[src/rtl/controle_jogo.sv]
// controle_jogo
// Game-control sequencer for the naval-battle board. Owns the mode FSM
// (off / preparation / attack / end), registers map selection and attack
// coordinates from the switches, tracks lives, hits and already-attacked
// cells, and generates the digit-scan counter for the display multiplexer.
//
// Ports:
//   clock, reset_n          system clock, asynchronous active-low reset
//   botao_liga              power button (debounced, synchronous)
//   botao_confirma          confirm button (debounced, synchronous)
//   chaves_coluna/linha     attack coordinate switches (3 bits each)
//   chaves_mapa             map-select switches (2 bits)
//   celula_ocupada          external lookup of (mapa, coordLinha, coordColuna)
//   contador                2-bit digit-scan index
//   ATAQUE/PREPARACAO/DESLIGADO  mode flags, exactly one high
//   coordColuna/coordLinha  registered attack coordinates
//   mapa                    registered map selection
//   vida                    remaining lives
//   vitoria/derrota         end-of-game result flags
module controle_jogo #(
    parameter int DIV_REFRESH  = 50000,
    parameter int VIDA_INICIAL = 5,
    parameter int ALVOS        = 4
) (
    input  logic       clock,
    input  logic       reset_n,
    input  logic       botao_liga,
    input  logic       botao_confirma,
    input  logic [2:0] chaves_coluna,
    input  logic [2:0] chaves_linha,
    input  logic [1:0] chaves_mapa,
    input  logic       celula_ocupada,
    output logic [1:0] contador,
    output logic       ATAQUE,
    output logic       PREPARACAO,
    output logic       DESLIGADO,
    output logic [2:0] coordColuna,
    output logic [2:0] coordLinha,
    output logic [1:0] mapa,
    output logic [2:0] vida,
    output logic       vitoria,
    output logic       derrota
);

    localparam int PW = (DIV_REFRESH > 1) ? $clog2(DIV_REFRESH) : 1;

    // One-hot so each mode flag is a direct flop bit (ATAQUE ORs two bits)
    typedef enum logic [3:0] {
        S_OFF  = 4'b0001,
        S_PREP = 4'b0010,
        S_ATK  = 4'b0100,
        S_FIM  = 4'b1000
    } estado_t;

    estado_t        estado;
    logic           liga_prev;
    logic           conf_prev;
    logic [PW-1:0]  prescaler;
    logic [6:0]     acertos;
    logic [63:0]    atacadas;

    logic           liga_edge;
    logic           conf_edge;
    logic [5:0]     indice;

    assign liga_edge = botao_liga & ~liga_prev;
    assign conf_edge = botao_confirma & ~conf_prev;
    assign indice    = {coordLinha, coordColuna};

    assign DESLIGADO  = estado[0];
    assign PREPARACAO = estado[1];
    assign ATAQUE     = estado[2] | estado[3];

    always_ff @(posedge clock or negedge reset_n) begin
        if (!reset_n) begin
            estado      <= S_OFF;
            liga_prev   <= 1'b0;
            conf_prev   <= 1'b0;
            prescaler   <= '0;
            contador    <= '0;
            coordColuna <= '0;
            coordLinha  <= '0;
            mapa        <= '0;
            vida        <= '0;
            vitoria     <= 1'b0;
            derrota     <= 1'b0;
            acertos     <= '0;
            atacadas    <= '0;
        end else begin
            liga_prev <= botao_liga;
            conf_prev <= botao_confirma;

            // Digit scan runs in every mode, independent of the FSM
            if (prescaler == PW'(DIV_REFRESH - 1)) begin
                prescaler <= '0;
                contador  <= contador + 2'd1;
            end else begin
                prescaler <= prescaler + 1'b1;
            end

            // Power edge has priority; a simultaneous confirm is discarded
            if (liga_edge) begin
                if (estado == S_OFF) begin
                    estado <= S_PREP;
                end else begin
                    estado      <= S_OFF;
                    coordColuna <= '0;
                    coordLinha  <= '0;
                    mapa        <= '0;
                    vida        <= '0;
                    vitoria     <= 1'b0;
                    derrota     <= 1'b0;
                end
            end else begin
                unique case (estado)
                    S_OFF: ;
                    S_PREP: begin
                        mapa <= chaves_mapa;
                        if (conf_edge) begin
                            estado   <= S_ATK;
                            vida     <= 3'(VIDA_INICIAL);
                            acertos  <= '0;
                            atacadas <= '0;
                            vitoria  <= 1'b0;
                            derrota  <= 1'b0;
                        end
                    end
                    S_ATK: begin
                        if (conf_edge) begin
                            // Cell is judged on the registered coordinates,
                            // which hold during the confirm cycle
                            if (!atacadas[indice]) begin
                                atacadas[indice] <= 1'b1;
                                if (celula_ocupada) begin
                                    acertos <= acertos + 7'd1;
                                    if (acertos + 7'd1 == 7'(ALVOS)) begin
                                        estado  <= S_FIM;
                                        vitoria <= 1'b1;
                                    end
                                end else begin
                                    vida <= vida - 3'd1;
                                    if (vida == 3'd1) begin
                                        estado  <= S_FIM;
                                        derrota <= 1'b1;
                                    end
                                end
                            end
                        end else begin
                            coordColuna <= chaves_coluna;
                            coordLinha  <= chaves_linha;
                        end
                    end
                    S_FIM: begin
                        if (conf_edge) begin
                            estado  <= S_PREP;
                            vitoria <= 1'b0;
                            derrota <= 1'b0;
                        end
                    end
                endcase
            end
        end
    end

endmodule

[config.mk]
export PLATFORM = sky130hd
export DESIGN_NAME = controle_jogo
export DESIGN_NICKNAME = d
export VERILOG_FILES = /design/src/rtl/controle_jogo.sv
export SDC_FILE = /design/constraint.sdc
export NUM_CORES = 1
export LEC_CHECK = 0
export CAP_MARGIN = 10
export CORE_MARGIN = 5
export CORE_UTILIZATION = 45
export DETAILED_ROUTE_END_ITERATION = 8
export PLACE_DENSITY = 0.65
export REMOVE_ABC_BUFFERS = 1
export SLEW_MARGIN = 20
export SYNTH_ARGS = -nofsm -noshare
export SYNTH_HDL_FRONTEND = slang
export SYNTH_SLANG_ARGS = --single-unit
[constraint.sdc]
create_clock -name clock -period 2.4 [get_ports clock]
set_clock_uncertainty 0.15 [all_clocks]
set_input_delay 0.72 -clock clock [delete_from_list [all_inputs] [get_ports clock]]
set_output_delay 0.72 -clock clock [all_outputs]
set_load 0.02 [all_outputs]
* Word level (Yosys, flattened, before mapping)
Index checks and enable logic that the tools add are counted.
Operators by class: add/subtract/negate cells 4, bitwise operators 7, reduce and logical (&&, ||, !) cells 16, mux-type cells 54, $lt $le $gt $ge 2, equality and inequality tests 24
Operators with widths (number):
- 64-bit two-way mux | 3
- 64-bit one-hot mux with 2 select lines | 1
- 64-bit bitwise OR | 1
- 3-bit two-way mux | 12
- 4-bit two-way mux | 8
- 7-bit two-way mux | 4
- 3-bit inequality test (second input constant) | 8
- 7-bit AND reduction | 3
- 16-bit by 1-bit adder with 16-bit output (second input constant) | 1
- 16-bit == test (second input constant) | 1
- 16-bit two-way mux | 1
- 1-bit two-way mux | 14
- 7-bit one-hot mux with 2 select lines | 1
- 2-bit inequality test (second input constant) | 6
- 4-bit one-hot mux with 3 select lines | 1
- 6-bit AND reduction | 2
- 2-bit two-way mux | 4
- 4-bit inequality test (second input constant) | 2
- 7-bit by 1-bit adder with 7-bit output (second input constant) | 1
- 7-bit by 3-bit == test with 1-bit output (second input constant) | 1
- 6-bit by 7-bit less-than comparator with 1-bit output (second input constant) | 1
- 1-bit binary-select mux with 6-bit select | 1
- 1-bit demux with 6-bit select | 1
- 6-bit by 1-bit greater-or-equal comparator with 1-bit output (second input constant) | 1
- 21 further kinds | 28
Word-level totals: bits in registers 108, bits of input ports 13, word-level logic and storage cells 120, output and inout bits 18

* Logic depth before layout (Yosys ltp)
depth in word-level cells 8, gate-level depth with buffers 11, mapped depth without buffers 7

* Worst setup path before layout
OpenSTA, ideal clock, no wires.
kind flip-flop to flip-flop, start point register coordColuna[0], end point register acertos[2], setup time 0.120 ns, period minus slack after synthesis 2.602 ns, path buffers 3, setup slack -0.202 ns, cell stages (with the launch flop) 10, data arrival time 2.332 ns, data required time 2.130 ns, cells stage by stage dfrtp_1 > buf_6 > buf_6 > mux4_2 > mux2_2 > nand3_2 > a41o_4 > buf_2 > nand4_1 > a31o_2
On the way: longest elaborated chain between the ends 4
RTL lines:
- start, declared | line 37 | output logic [2:0] coordColuna,
- start signal, assigned | line 149 | coordColuna <= chaves_coluna;
- 1-bit binary-select mux with 6-bit select | line 132 | if (!atacadas[indice]) begin
- 1-bit two-way mux (implied by the code) | line 132
- 2-bit inequality test (no line)
- 6-bit AND reduction (no line)
- end signal, assigned | line 135 | acertos <= acertos + 7'd1;
- end, declared | line 59 | logic [6:0] acertos;
No other way between the ends. The select of a mux whose other input is x is not followed. A chain may end at the register's enable or synchronous reset.

* Worst setup path after layout
start point register coordColuna[0], end point register atacadas[11]
On the way: longest elaborated chain between the ends 8, elaborated cells on any way between the ends 13, those cells by class 2 x order compare; 1 x eq/ne; 7 x mux; 1 x bitwise; 2 x reduce/logical
RTL lines:
- 6-bit by 7-bit less-than comparator with 1-bit output (implied by the code) or 6-bit by 1-bit greater-or-equal comparator with 1-bit output (tied branches) | line 133 | atacadas[indice] <= 1'b1;
- 1-bit logical AND (implied by the code) | line 133
- 1-bit two-way mux (implied by the code) | line 133
- 1-bit demux with 6-bit select | line 133
- 64-bit bitwise OR (no line)
- 64-bit two-way mux | line 132
- 64-bit two-way mux | line 129 | if (conf_edge) begin
- 64-bit one-hot mux with 2 select lines | line 115 | unique case (estado)
- end signal, assigned | line 88 | atacadas <= '0;
- end signal, assigned | line 123 | atacadas <= '0;
- end signal, assigned by index | line 133
- end, declared | line 60 | logic [63:0] atacadas;
Parallel ways exist; a longest one is shown, timed or not. The select of a mux whose other input is x is not followed.

==> impl_metrics.tcl <==
set metrics [dict create \
    core_mm2 0.01206 \
    hold_buffers 0 \
    cts_inserted_buffers 9 \
    fin_crit_sh 1.093 \
    die_h_um 121.1 \
    initial_core_util 0.4603 \
    grt.busiest_layer "met2" \
    area_growth_pct 28.33 \
    first_global_vias 4447 \
    yosysSeqAreaShare 0.4870 \
    drc 0 \
    yosysTopAreaCell "dfrtp_1" \
    synth_seq_cells 108 \
    r2r_end "atacadas[11]" \
    yosys.area_share.simple 0.1862 \
    syn_inst 527 \
    drv_slew 0 \
    tightest_slew_ps 655.8 \
    post-place-ws_ps -700.4 \
    hold_ws_ps 181.9 \
    synth_ff_type "dfrtp_1" \
    avgViaCountPerCell 5.773 \
    hold_path_class "in2async" \
    firstDrtPassIters 5 \
    cp_max_fo 27 \
    met1_usage 0.2550 \
    vdd_drop_max_mv 0.6762 \
    setup_ws_ps -224.1 \
    setup_viol 78 \
    num_vias 4457 \
    grt_max_degree 53 \
    numPortBuffers 30 \
    end_kind "flip-flop" \
    cts.path.max_buffers 2 \
    start_kind "flip-flop" \
    post-route-cell-area_mm2 0.007124 \
    combPwrFrac 0.412 \
    synth_edf_count 0 \
    intPower_mw 4.000 \
    yosys-top-cells-count "dfrtp_1 (107), nand2_1 (91), o31ai_1 (57)" \
    grt_use_total 0.1967 \
    synth_compound_area_frac 0.1722 \
    root_buffer "clkbuf_16" \
    fmax_ghz 0.3811 \
    rrSetupSlack_ps -220 \
    power_density_mw_per_mm2 897.0 \
    worstPathRequired_ps 2510 \
    finalCriticalPeriod_ps 2624 \
    num_rows 40 \
    p_sw_frac 0.3741 \
    routed_wl_um 13920 \
    use_met2 0.3206 \
    synth_fa_ha_area_frac 0.009015 \
    rr_startpoint "coordColuna[0]" \
    clock_latency_ps 360 \
    grt_pass1_wl_um 22660 \
    power.share.clock 0.249 \
    io_pins 31 \
    first_iter_violations 290 \
    hpwl_um 9288 \
    antenna_cells 0 \
    rsz0062_at_grt "yes" \
    setup-tns-final_ps -12370 \
    synth-xor-area-share 0.02682 \
    wl_per_cell_um 18.03 \
    filler_cell_count 1009 \
    synth_top_area_share 0.4823 \
    status "finished with violations" \
    synthTopCellsByArea "dfrtp_1 (48%), o31ai_1 (7.7%), nand2_1 (6.2%), mux4_2 (3.7%), mux2i_1 (2.3%)" \
    slew_headroom 0.5616 \
    power.switching_mw 2.391 \
    synth_area_mm2 0.005552 \
    clkTransAtPathRegs_ps 80 \
    p_leak_nw 3.082 \
    yosysMostFrequentCell "dfrtp_1" \
    grt_use_met3 0.05455 \
    final_util 0.5907 \
    pwr-share-seq 0.339 \
    postRouteAntennaNets 0 \
    fin_nets 616 \
    r2r_cells 8 \
    async_flop_share 1.000 \
    maxCapViolCount 0 \
    yosysWarnings 0 \
    ys_types 61 \
    antenna_found_initial 0 \
    synth_top_family_by_area "simple AND/OR/NAND/NOR gates" \
    avgSynthCellArea_um2 10.53 \
    drive_gt1_frac 0.2997 \
    violations "negative setup slack" \
    gp_congestion 0.8475 \
    cts_tree "yes" \
    cts.sinks 108 \
    synth_mux_area_frac 0.07009 \
    grt-ovfl-total 0 \
    die_w_um 121.1 \
    path_class "reg2reg" \
    finalHoldViolations 0 \
    post_dp_cell_area_mm2 0.006441 \
    cts_max_level 3 \
    crit_arrival_ps 2730 \
    die-area_mm2 0.01466 \
]
==> worst max-delay path, stage by stage (launching register included) <==
cell     delay [ps]
dfrtp_2         430
buf_8           160
mux4_2          520
mux2_4          290
nand3_2          80
a41o_4          260
nand3_4         130
buf_12          200
o31ai_2         270
==> flip-flops by register name (all words and copies together), names as in the netlist <==
register and count:
acertos 7, atacadas 64, conf_prev 1, contador 2
coordColuna 3, coordLinha 3, derrota 1, estado 4
liga_prev 1, mapa 2, prescaler 16, vida 3
vitoria 1
==> area by class of cell <==
class	instances	area [um2]	area share
Sequential cell	108	2709	0.3802
Clock buffer	11	252.7	0.03548
Clock inverter	5	65.06	0.009132
Tap cell	168	210.2	0.02950
Multi-Input combinational cell	368	2853	0.4004
Timing Repair Buffer	103	1001	0.1405
Inverter	9	33.78	0.004742
==> metrics by stage <==
| step | total power [mW] | instances |
|---|---|---|
| floorplan | 3.311 | 485 |
| global placement | 4.524 | 750 |
| detailed placement | 4.548 | 750 |
| CTS | 6.246 | 770 |
| global route | 6.693 | 772 |
| finish | 6.390 | 772 |
==> power by group through the flow <==
stage | combinational [mW] | sequential [mW] | clock (mW)
after floorplan | 0.923 | 2.39 | 0
after global placement | 2.34 | 2.18 | 0
after detailed placement | 2.37 | 2.18 | 0
after CTS | 2.46 | 2.16 | 1.62
after global routing | 2.81 | 2.19 | 1.70
final | 2.63 | 2.17 | 1.59
==> logic make-up after synthesis <==
family | Yosys count
fa+ha+maj | 4
simple gates | 201
compound gates | 119
mux | 27
flops | 108
buf+inv | 51
xor+xnor | 17
==> worst max-delay path by stage <==
stage | start | endpoint | slack (ps)
floorplan | coordColuna[0] | atacadas[17] | -1520
global placement | botao_confirma | atacadas[2] | -600
finish | coordColuna[0] | atacadas[11] | -220
detailed placement | botao_confirma | atacadas[48] | -700
CTS | coordColuna[0] | atacadas[40] | -180
global route | coordColuna[0] | atacadas[8] | -280
==> routing by layer <==
metal | vias to the layer above | share of wire
li1 | 2080 | -
met1 | 2224 | 0.44
met2 | 129 | 0.49
met3 | 24 | 0.055
met4 | 0 | 0.016
met5 | - | 0
==> repair_timing <==
item | in CTS | in global routing
resized for setup | 46 | 33
cloned | 0 | 1
setup buffers | 4 | 1
endpoints found under the setup margin | 88 | 81
pin swaps | 10 | 2
==> layout by cell type (no fill, tap or decap), types with 4 or more instances in the layout <==
master	netlist	routed
nor3_1	5	4
o31ai_2	8	36
dlygate4sd2_1	0	9
clkbuf_16	0	10
o31ai_1	57	26
nand4_1	7	7
dfrtp_1	107	103
a21oi_1	6	4
nand2b_1	6	6
mux2i_1	13	13
nor2_1	23	23
dfrtp_2	0	4
buf_12	0	10
nand3b_1	7	7
buf_4	2	59
nand3_1	14	14
ha_1	4	4
nand2_1	91	89
xor2_1	10	10
mux2_2	5	4
and3_1	11	11
inv_1	9	9
xnor2_1	7	7
a22o_1	10	10
mux4_2	9	9
clkdlybuf4s50_1	0	19
a31o_2	6	6
o21ai_0	8	5
nor2b_1	8	7
No activity file was read; power rests on OpenSTA's default activity.
